--- config.mk ---
export PLATFORM = sky130hd
export DESIGN_NAME = pl_alu_md_flat
export DESIGN_NICKNAME = d
export VERILOG_FILES = /design/src/rtl/pl_mips_defines.sv /design/src/rtl/pl_alu_md_if.sv /design/src/rtl/pl_muldiv_core.sv /design/src/rtl/pl_alu_md.sv /design/src/flat_wrapper.sv
export SDC_FILE = /design/constraint.sdc
export NUM_CORES = 1
export LEC_CHECK = 0
export ABC_AREA = 1
export BUFFER_PORTS_ARGS = -buffer_cell sky130_fd_sc_hd__clkbuf_2
export CELL_PAD_IN_SITES_DETAIL_PLACEMENT = 2
export CELL_PAD_IN_SITES_GLOBAL_PLACEMENT = 2
export CORE_MARGIN = 8
export CORE_UTILIZATION = 29
export DETAILED_ROUTE_END_ITERATION = 8
export PLACE_DENSITY = 0.86
export SLEW_MARGIN = 25
export SYNTH_ARGS = -nofsm -noshare
export SYNTH_HDL_FRONTEND = slang
export SYNTH_SLANG_ARGS = --single-unit
--- constraint.sdc ---
create_clock -name clk -period 2.38 [get_ports clk]
set_clock_uncertainty 0.15 [all_clocks]
set_input_delay 0.119 -clock clk [delete_from_list [all_inputs] [get_ports clk]]
set_output_delay 0.119 -clock clk [all_outputs]
set_load 0.05 [all_outputs]
--- src/rtl/pl_mips_defines.sv ---
// Shared ALU control codes, mul/div FSM state type and opcode helpers for the
// MIPS execute stage.
package pl_mips_defines;

  localparam logic [3:0] ALU_CTRL_AND   = 4'b0000;
  localparam logic [3:0] ALU_CTRL_OR    = 4'b0001;
  localparam logic [3:0] ALU_CTRL_ADD   = 4'b0010;
  localparam logic [3:0] ALU_CTRL_SUB   = 4'b0110;
  localparam logic [3:0] ALU_CTRL_SLT   = 4'b0111;
  localparam logic [3:0] ALU_CTRL_MULT  = 4'b1000;
  localparam logic [3:0] ALU_CTRL_MULTU = 4'b1001;
  localparam logic [3:0] ALU_CTRL_DIV   = 4'b1010;
  localparam logic [3:0] ALU_CTRL_DIVU  = 4'b1011;
  localparam logic [3:0] ALU_CTRL_MFHI  = 4'b1100;
  localparam logic [3:0] ALU_CTRL_MFLO  = 4'b1101;

  typedef enum logic [1:0] {
    IDLE = 2'd0,
    RUN  = 2'd1,
    FIX  = 2'd2
  } md_state_t;

  function automatic logic is_muldiv(input logic [3:0] ctrl);
    return (ctrl == ALU_CTRL_MULT) || (ctrl == ALU_CTRL_MULTU) ||
           (ctrl == ALU_CTRL_DIV)  || (ctrl == ALU_CTRL_DIVU);
  endfunction

  function automatic logic is_div_op(input logic [3:0] ctrl);
    return (ctrl == ALU_CTRL_DIV) || (ctrl == ALU_CTRL_DIVU);
  endfunction

  function automatic logic is_signed_op(input logic [3:0] ctrl);
    return (ctrl == ALU_CTRL_MULT) || (ctrl == ALU_CTRL_DIV);
  endfunction

  // Any instruction that reads or writes HI/LO must wait for the engine.
  function automatic logic uses_hilo(input logic [3:0] ctrl);
    return is_muldiv(ctrl) || (ctrl == ALU_CTRL_MFHI) || (ctrl == ALU_CTRL_MFLO);
  endfunction

endpackage

--- src/rtl/pl_alu_md_if.sv ---
// Operand/result bundle between the EX stage control and the ALU.
interface pl_alu_md_if #(
  parameter int WIDTH = 32
);
  logic [WIDTH-1:0] op1;
  logic [WIDTH-1:0] op2;
  logic [3:0]       alu_control;
  logic             start;
  logic [WIDTH-1:0] res;
  logic             zero;
  logic             overflow;
  logic             busy;
  logic             done;
  logic             stall;
  logic [WIDTH-1:0] hi;
  logic [WIDTH-1:0] lo;

  modport master (
    output op1, op2, alu_control, start,
    input  res, zero, overflow, busy, done, stall, hi, lo
  );

  modport slave (
    input  op1, op2, alu_control, start,
    output res, zero, overflow, busy, done, stall, hi, lo
  );
endinterface

--- src/rtl/pl_muldiv_core.sv ---
// Iterative multiply / restoring divide engine owning the HI/LO registers.
// Works on magnitudes; signs are reapplied in the FIX state.
module pl_muldiv_core
  import pl_mips_defines::*;
#(
  parameter int WIDTH = 32
) (
  input  logic             clk,
  input  logic             rst_n,
  input  logic             start,
  input  logic [3:0]       op,
  input  logic [WIDTH-1:0] a,
  input  logic [WIDTH-1:0] b,
  output logic [WIDTH-1:0] hi,
  output logic [WIDTH-1:0] lo,
  output logic             busy,
  output logic             done
);
  localparam int CW = $clog2(WIDTH + 1);

  md_state_t        state_q, state_d;
  logic [CW-1:0]    cnt_q, cnt_d;
  logic [WIDTH-1:0] opnd_q, opnd_d;
  logic [WIDTH-1:0] acc_q, acc_d;
  logic [WIDTH-1:0] work_q, work_d;
  logic             neg_q, neg_d;
  logic             neg_rem_q, neg_rem_d;
  logic             is_div_q, is_div_d;
  logic             div0_q, div0_d;
  logic [WIDTH-1:0] hi_q, hi_d;
  logic [WIDTH-1:0] lo_q, lo_d;
  logic             done_q, done_d;

  logic               sa, sb;
  logic [WIDTH-1:0]   mag_a, mag_b;
  logic [WIDTH:0]     sum;
  logic [WIDTH:0]     shifted;
  logic               ge;
  logic [2*WIDTH-1:0] prod;

  always_comb begin
    state_d   = state_q;
    cnt_d     = cnt_q;
    opnd_d    = opnd_q;
    acc_d     = acc_q;
    work_d    = work_q;
    neg_d     = neg_q;
    neg_rem_d = neg_rem_q;
    is_div_d  = is_div_q;
    div0_d    = div0_q;
    hi_d      = hi_q;
    lo_d      = lo_q;
    done_d    = 1'b0;
    sum       = '0;
    shifted   = '0;
    ge        = 1'b0;
    prod      = '0;

    sa    = is_signed_op(op) & a[WIDTH-1];
    sb    = is_signed_op(op) & b[WIDTH-1];
    mag_a = sa ? -a : a;
    mag_b = sb ? -b : b;

    case (state_q)
      IDLE: begin
        if (start && is_muldiv(op)) begin
          // Mul: opnd = multiplicand, work = multiplier.
          // Div: opnd = divisor, work = dividend shifting out / quotient shifting in.
          opnd_d    = is_div_op(op) ? mag_b : mag_a;
          work_d    = is_div_op(op) ? mag_a : mag_b;
          acc_d     = '0;
          neg_d     = sa ^ sb;
          neg_rem_d = sa;
          is_div_d  = is_div_op(op);
          div0_d    = (b == '0);
          cnt_d     = CW'(WIDTH);
          state_d   = RUN;
        end
      end
      RUN: begin
        cnt_d = cnt_q - CW'(1);
        if (cnt_q == CW'(1)) begin
          state_d = FIX;
        end
        if (is_div_q) begin
          shifted = {acc_q, work_q[WIDTH-1]};
          ge      = (shifted >= {1'b0, opnd_q});
          acc_d   = ge ? (shifted[WIDTH-1:0] - opnd_q) : shifted[WIDTH-1:0];
          work_d  = {work_q[WIDTH-2:0], ge};
        end else begin
          sum    = {1'b0, acc_q} + {1'b0, (work_q[0] ? opnd_q : {WIDTH{1'b0}})};
          acc_d  = sum[WIDTH:1];
          work_d = {sum[0], work_q[WIDTH-1:1]};
        end
      end
      FIX: begin
        prod = neg_q ? -{acc_q, work_q} : {acc_q, work_q};
        if (is_div_q) begin
          // A zero divisor leaves the dividend in acc, so only the quotient needs forcing.
          lo_d = div0_q ? {WIDTH{1'b1}} : (neg_q ? -work_q : work_q);
          hi_d = neg_rem_q ? -acc_q : acc_q;
        end else begin
          hi_d = prod[2*WIDTH-1:WIDTH];
          lo_d = prod[WIDTH-1:0];
        end
        done_d  = 1'b1;
        state_d = IDLE;
      end
      default: state_d = IDLE;
    endcase
  end

  always_ff @(posedge clk) begin
    if (!rst_n) begin
      state_q   <= IDLE;
      cnt_q     <= '0;
      opnd_q    <= '0;
      acc_q     <= '0;
      work_q    <= '0;
      neg_q     <= 1'b0;
      neg_rem_q <= 1'b0;
      is_div_q  <= 1'b0;
      div0_q    <= 1'b0;
      hi_q      <= '0;
      lo_q      <= '0;
      done_q    <= 1'b0;
    end else begin
      state_q   <= state_d;
      cnt_q     <= cnt_d;
      opnd_q    <= opnd_d;
      acc_q     <= acc_d;
      work_q    <= work_d;
      neg_q     <= neg_d;
      neg_rem_q <= neg_rem_d;
      is_div_q  <= is_div_d;
      div0_q    <= div0_d;
      hi_q      <= hi_d;
      lo_q      <= lo_d;
      done_q    <= done_d;
    end
  end

  assign hi   = hi_q;
  assign lo   = lo_q;
  assign busy = (state_q != IDLE);
  assign done = done_q;

endmodule

--- src/rtl/pl_alu_md.sv ---
// Execute-stage ALU: single-cycle logic/arithmetic ops, HI/LO reads and the
// hazard stall request, with the iterative mul/div engine underneath.
module pl_alu_md
  import pl_mips_defines::*;
#(
  parameter int WIDTH = 32
) (
  input  logic        clk,
  input  logic        rst_n,
  pl_alu_md_if.slave  bus
);
  logic [WIDTH-1:0] hi_w, lo_w;
  logic             busy_w, done_w;
  logic [WIDTH-1:0] add_res, sub_res;
  logic [WIDTH-1:0] res_c;
  logic             ovf_c;

  pl_muldiv_core #(
    .WIDTH(WIDTH)
  ) u_core (
    .clk   (clk),
    .rst_n (rst_n),
    .start (bus.start),
    .op    (bus.alu_control),
    .a     (bus.op1),
    .b     (bus.op2),
    .hi    (hi_w),
    .lo    (lo_w),
    .busy  (busy_w),
    .done  (done_w)
  );

  assign add_res = bus.op1 + bus.op2;
  assign sub_res = bus.op1 - bus.op2;

  always_comb begin
    res_c = '0;
    ovf_c = 1'b0;
    case (bus.alu_control)
      ALU_CTRL_AND: res_c = bus.op1 & bus.op2;
      ALU_CTRL_OR:  res_c = bus.op1 | bus.op2;
      ALU_CTRL_ADD: begin
        res_c = add_res;
        ovf_c = (bus.op1[WIDTH-1] == bus.op2[WIDTH-1]) &&
                (add_res[WIDTH-1] != bus.op1[WIDTH-1]);
      end
      ALU_CTRL_SUB: begin
        res_c = sub_res;
        ovf_c = (bus.op1[WIDTH-1] != bus.op2[WIDTH-1]) &&
                (sub_res[WIDTH-1] != bus.op1[WIDTH-1]);
      end
      ALU_CTRL_SLT:  res_c = {{(WIDTH-1){1'b0}}, ($signed(bus.op1) < $signed(bus.op2))};
      ALU_CTRL_MFHI: res_c = hi_w;
      ALU_CTRL_MFLO: res_c = lo_w;
      default:       res_c = '0;
    endcase
  end

  assign bus.res      = res_c;
  assign bus.zero     = (res_c == '0);
  assign bus.overflow = ovf_c;
  assign bus.busy     = busy_w;
  assign bus.done     = done_w;
  assign bus.stall    = busy_w && uses_hilo(bus.alu_control) && bus.start;
  assign bus.hi       = hi_w;
  assign bus.lo       = lo_w;

endmodule

--- src/flat_wrapper.sv ---
// flat-port wrapper written by rule: the top's interface ports become plain ports
module pl_alu_md_flat import pl_mips_defines::*;
#(
  parameter int WIDTH = 32
)
  (clk, rst_n, bus_op1, bus_op2, bus_alu_control, bus_start, bus_res, bus_zero, bus_overflow, bus_busy, bus_done, bus_stall, bus_hi, bus_lo);
  pl_alu_md_if #(.WIDTH(WIDTH)) bus_i ();
  input  logic clk;
  input  logic rst_n;
  input wire logic [$bits(bus_i.op1)-1:0] bus_op1;
  input wire logic [$bits(bus_i.op2)-1:0] bus_op2;
  input wire logic [$bits(bus_i.alu_control)-1:0] bus_alu_control;
  input wire logic [$bits(bus_i.start)-1:0] bus_start;
  output wire logic [$bits(bus_i.res)-1:0] bus_res;
  output wire logic [$bits(bus_i.zero)-1:0] bus_zero;
  output wire logic [$bits(bus_i.overflow)-1:0] bus_overflow;
  output wire logic [$bits(bus_i.busy)-1:0] bus_busy;
  output wire logic [$bits(bus_i.done)-1:0] bus_done;
  output wire logic [$bits(bus_i.stall)-1:0] bus_stall;
  output wire logic [$bits(bus_i.hi)-1:0] bus_hi;
  output wire logic [$bits(bus_i.lo)-1:0] bus_lo;
  assign bus_i.op1 = bus_op1;
  assign bus_i.op2 = bus_op2;
  assign bus_i.alu_control = bus_alu_control;
  assign bus_i.start = bus_start;
  assign bus_res = bus_i.res;
  assign bus_zero = bus_i.zero;
  assign bus_overflow = bus_i.overflow;
  assign bus_busy = bus_i.busy;
  assign bus_done = bus_i.done;
  assign bus_stall = bus_i.stall;
  assign bus_hi = bus_i.hi;
  assign bus_lo = bus_i.lo;
  pl_alu_md #(.WIDTH(WIDTH)) u_core (.clk(clk), .rst_n(rst_n), .bus(bus_i));
endmodule
==> key figures, run 1 <==
Synthesis
  – Count of distinct cell types in the synthesized netlist: 63
  – Proportion of synthesized flip-flops having asynchronous set or reset: 0%
  – Most frequently used flop master after synthesis: sky130_fd_sc_hd__dfxtp_1
  – Count of flip-flops with a built-in enable after synthesis: 0
  – Leading post-synthesis cells by instance count: sky130_fd_sc_hd__nand2_1 (1,111), sky130_fd_sc_hd__inv_1 (652), sky130_fd_sc_hd__nor2_1 (464)
  – Synthesized area: 0.02361 mm²
  – Count of yosys warnings during synthesis: 0
  – Post-synthesis net count: 4,476
  – Post-synthesis cell count: 4,233
  – Synthesis-stage register bit count: 173
  – Fraction of the yosys area taken by sequential cells: 14.67%
  – Area share of the largest cell type after synthesis: 17.66%
  – Dominant cell type by area after synthesis: sky130_fd_sc_hd__nand2_1
  – Most numerous cell in the Yosys netlist: sky130_fd_sc_hd__nand2_1
  – Leading cell types by total area after synthesis: sky130_fd_sc_hd__nand2_1 (18%), sky130_fd_sc_hd__dfxtp_1 (15%), sky130_fd_sc_hd__inv_1 (10%)
  – Mean instance size in the synthesized netlist: 5.577 µm²

Die
  – Number of placement rows: 104
  – Initial core utilization: 29.31%
  – IO Pins: 172
  – Vertical extent of the die: 301.3 µm
  – Horizontal die dimension: 301.3 µm

Placed design
  – Count of input and output buffers: 171
  – Last weighted congestion value of the routability-driven placer: 1.080
  – Detail Placement HPWL: 226,600 µm

Status
  – Status: stopped before the end
  – Failing step: detailed placement (3_5_place_dp)
  – Error: [ERROR DPL-0033] detailed placement checks failed during check placement.
## cells by family after synthesis
group,synth area share [%]
fa+ha+maj,9.243
buf+inv,13.91
simple gates,37.91
xor+xnor,4.452
flops,14.67
compound gates,19.81
## metrics by stage
| step | instance area [µm²] | setup WS, ps | std cells | hold WS, ps | setup TNS [ps] |
|---|---|---|---|---|---|
| after floorplan | 24030 | -236.5 | 4233 | 127.9 | -752.8 |
| after global placement | 33810 | -817.4 | 6316 | 289.4 | -30400 |
==> inputs of run 2 (changes only) <==
--- a/config.mk
+++ b/config.mk
@@ -7,12 +7,10 @@
 export LEC_CHECK = 0
 export ABC_AREA = 1
 export BUFFER_PORTS_ARGS = -buffer_cell sky130_fd_sc_hd__clkbuf_2
-export CELL_PAD_IN_SITES_DETAIL_PLACEMENT = 2
-export CELL_PAD_IN_SITES_GLOBAL_PLACEMENT = 2
 export CORE_MARGIN = 8
-export CORE_UTILIZATION = 29
+export CORE_UTILIZATION = 25
 export DETAILED_ROUTE_END_ITERATION = 8
-export PLACE_DENSITY = 0.86
+export PLACE_DENSITY_LB_ADDON = 0.15
 export SLEW_MARGIN = 25
 export SYNTH_ARGS = -nofsm -noshare
 export SYNTH_HDL_FRONTEND = slang
==> constraint.sdc (replaced) <==
create_clock -name clk -period 3.1 [get_ports clk]
set_clock_uncertainty 0.15 [all_clocks]
set_input_delay 0.155 -clock clk [delete_from_list [all_inputs] [get_ports clk]]
set_output_delay 0.155 -clock clk [all_outputs]
set_load 0.05 [all_outputs]
==> run 2 against run 1 <==
  * The flow now finishes without violations
  * Area after synthesis stayed put
  * Synthesized cell count stayed put
==> key figures, run 2 <==
Synthesis
  – Synthesis-stage register bit count: 173 (unchanged)
  – Count of yosys warnings during synthesis: 0 (unchanged)
  – Dominant cell type by area after synthesis: sky130_fd_sc_hd__nand2_1 (unchanged)
  – Mean instance size in the synthesized netlist: 5.577 µm² (unchanged)
  – Leading cell types by total area after synthesis: sky130_fd_sc_hd__nand2_1 (18%), sky130_fd_sc_hd__dfxtp_1 (15%), sky130_fd_sc_hd__inv_1 (10%) (unchanged)
  – Post-synthesis cell count: 4,233 (unchanged)
  – Count of distinct cell types in the synthesized netlist: 63 (unchanged)
  – Area share of the largest cell type after synthesis: 17.66% (unchanged)
  – Synthesized area: 0.02361 mm² (unchanged)
  – Leading post-synthesis cells by instance count: sky130_fd_sc_hd__nand2_1 (1,111), sky130_fd_sc_hd__inv_1 (652), sky130_fd_sc_hd__nor2_1 (464) (unchanged)
  – Count of flip-flops with a built-in enable after synthesis: 0 (unchanged)
  – Fraction of the yosys area taken by sequential cells: 14.67% (unchanged)
  – Post-synthesis net count: 4,476 (unchanged)
  – Proportion of synthesized flip-flops having asynchronous set or reset: 0% (unchanged)
  – Most frequently used flop master after synthesis: sky130_fd_sc_hd__dfxtp_1 (unchanged)
  – Most numerous cell in the Yosys netlist: sky130_fd_sc_hd__nand2_1 (unchanged)

Drt
  – Remaining antenna violation count: 0
  – Via total after detailed routing: 31,360
  – DR iter-0 viols: 3,134
  – DRC violation count after routing: 0
  – Detailed-route wire length per cell: 25.06 µm
  – Total routed wirelength: 152,600 µm
  – TritonRoute pass-1 iters: 6
  – Via density: 5.151

STA
  – Slew of the pin with the lowest slew margin: 1114 ps
  – Share of the clock period used by the worst path: 99.18%
  – Worst hold margin: 110.8 ps
  – Total negative setup slack: 0 ps
  – Number of failing hold endpoints at the final stage: 0
  – Worst max-slew margin expressed relative to the limit: 25.23%
  – Maximum operating frequency: 325.2 MHz
  – Final setup vio count: 0
  – RSZ-0062 raised after global routing: yes
  – Minimum clock period after layout: 3075 ps
  – Final count of pins violating max slew: 0

Global route
  – Wire length of the first global-routing pass: 215,000 µm
  – Met2 track demand over resource: 45.17%
  – Total global routing track utilization: 28.16%
  – Total grt overflow: 0
  – Met3 usage: 3.886%
  – Number of global-route vias before repair: 29,950
  – Antenna violations before repair: 2
  – Most Used Layer, Global Route: met2
  – Pin count of the biggest net entering global routing: 90
  – Met1 track demand over resource in global routing: 35.78%

Status
  – Status: finished clean (was stopped before the end)

Layout
  – Diode count: 0
  – Number of nets in the final layout: 5,065
  – Commonest non-fill, non-tap cell in the layout: sky130_fd_sc_hd__nand2_1
  – Most frequent cells in the layout: sky130_fd_sc_hd__nand2_1 (1,087), sky130_fd_sc_hd__inv_1 (644), sky130_fd_sc_hd__buf_4 (539), sky130_fd_sc_hd__nor2_1 (413), sky130_fd_sc_hd__nand3_1 (333)
  – Filler cell count: 10,730
  – Fraction of layout instances using a drive strength above 1: 20.68%
  – Final std cell area, no fill: 0.03127 mm²
  – Final core area utilization: 33.45%
  – Layout overhead on the synthesized area: 32.43%

Worst setup path
  – Required time of the critical path: 2790 ps
  – Kind of start point of the critical path: register
  – Crit-path max cell delay: 360 ps
  – CP max-delay cell: sky130_fd_sc_hd__dfxtp_1
  – Biggest fanout along the worst timing path: 3
  – Setup crit end kind: output pin
  – Class of the most critical setup path: register to output pin
  – Arrival time at the worst endpoint: 2770 ps
  – CP cell instances: nand3_1, o221ai_1, buf_4, a21oi_1, o311ai_2, nor2_1, nand2_1, nor2_2, nand2_2, nor2_4, buf_12

Clock network
  – Clock latency reported for the late side of the worst-skew pair: 490 ps
  – TritonCTS sink count: 173
  – Clock tree from TritonCTS: yes
  – Reg clk slew, reported paths: 90 ps
  – Root buffer cell: sky130_fd_sc_hd__clkbuf_16
  – Max clock buf depth: 2
  – CTS H-tree lvls: 4
  – TritonCTS buffer count: 17

Die
  – Horizontal die dimension: 323.3 µm (was 301.3 µm)
  – Number of placement rows: 112 (was 104)
  – Initial core utilization: 25.26% (was 29.31%)
  – Die Outline Area: 0.1045 mm²
  – Vertical extent of the die: 323.3 µm (was 301.3 µm)
  – Core region area: 0.09347 mm²
  – IO Pins: 172 (unchanged)

Placed design
  – Last weighted congestion value of the routability-driven placer: 1.036 (was 1.080)
  – Instance area after placement: 0.02975 mm²
  – Detail Placement HPWL: 130,600 µm (was 226,600 µm)
  – Count of input and output buffers: 171 (unchanged)

Pwr
  – Power density over cell area: 308.6 mW/mm²
  – Overall Power: 9650 µW
  – Leakage Power: 0.01607 µW
  – Worst-case vdd ir drop: 482.2 µV

Flow run
  – Max-cap violation count: 0

Min path
  – Worst min path class: primary input to register
==> run 2: final timing paths <==
kind / startpoint / to / slack (ps) / cells past startpoint
worst min register to register: u_core.u_core.div0_q / u_core.u_core.div0_q / 320 / 2
worst max-delay path: u_core.u_core.hi[4] / bus_zero / 30 / 11
worst min-delay path: bus_op1[8] / u_core.u_core.opnd_q[8] / 110 / 5
worst max register to register: u_core.u_core.opnd_q[16] / u_core.u_core.acc_q[7] / 90 / 12
==> run 2: worst max-delay path: cells and delay by family (launching register included) <==
family          cells  cell delay (ps)
compound gates      3              680
buf+inv             2              350
flops               1              360
simple gates        6              850
==> run 2: metrics by stage <==
step,cells,worst slack [ps]
floorplan,4233,46.23
global placement,6044,-569.0
detailed placement,6044,-525.0
CTS,6079,-54.32
global route,6089,-52.31
finish,6089,25.32
==> run 2: logic make-up (layout without fill, tap and decap cells) <==
| group | Yosys count | count (layout) | share of synthesized area (%) |
|---|---|---|---|
| AND/OR/NAND/NOR | 2117 | 2117 | 37.91 |
| buffers and inverters | 837 | 1439 | 13.91 |
| AO/OA/AOI/OAI | 814 | 814 | 19.81 |
| flip-flops | 173 | 173 | 14.67 |
| adder cells (fa/ha/maj) | 172 | 172 | 9.243 |
| XOR/XNOR | 120 | 120 | 4.452 |
==> run 2: report_power, final <==
group / total, µW / internal, µW / switching [µW]
Sequential: 2380 / 2290 / 86.6
Combinational: 4940 / 1680 / 3260
Clock: 2330 / 1090 / 1240
Total: 9650 / 5060 / 4590
==> run 2: final cells by class <==
| class | count | area (µm²) | share of cell area, % |
|---|---|---|---|
| clock buffers | 17 | 425.4 | 1.361 |
| repair buffers | 729 | 5396 | 17.26 |
| flip-flops and latches | 173 | 3468 | 11.09 |
| clock inverters | 15 | 166.4 | 0.5322 |
| multi-input cells | 3223 | 17690 | 56.57 |
| inverters | 678 | 2552 | 8.164 |
| well taps | 1254 | 1569 | 5.018 |
==> run 2: timing repair <==
item | CTS | global route
setup endpoints to repair | 8 | 44
pin swaps | 3 | 28
hold buffers | 3 | 0
hold endpoints to repair | 10 | 0
buffers inserted | 0 | 10
resized for setup | 39 | 175
==> run 2: routing by layer <==
metal / vias to the layer above / wire [µm]
li1: 14900 / -
met1: 14820 / 63660
met2: 1330 / 67910
met3: 315 / 10070
met4: 0 / 10930
met5: - / 0
No activity file was read; power rests on OpenSTA's default activity.
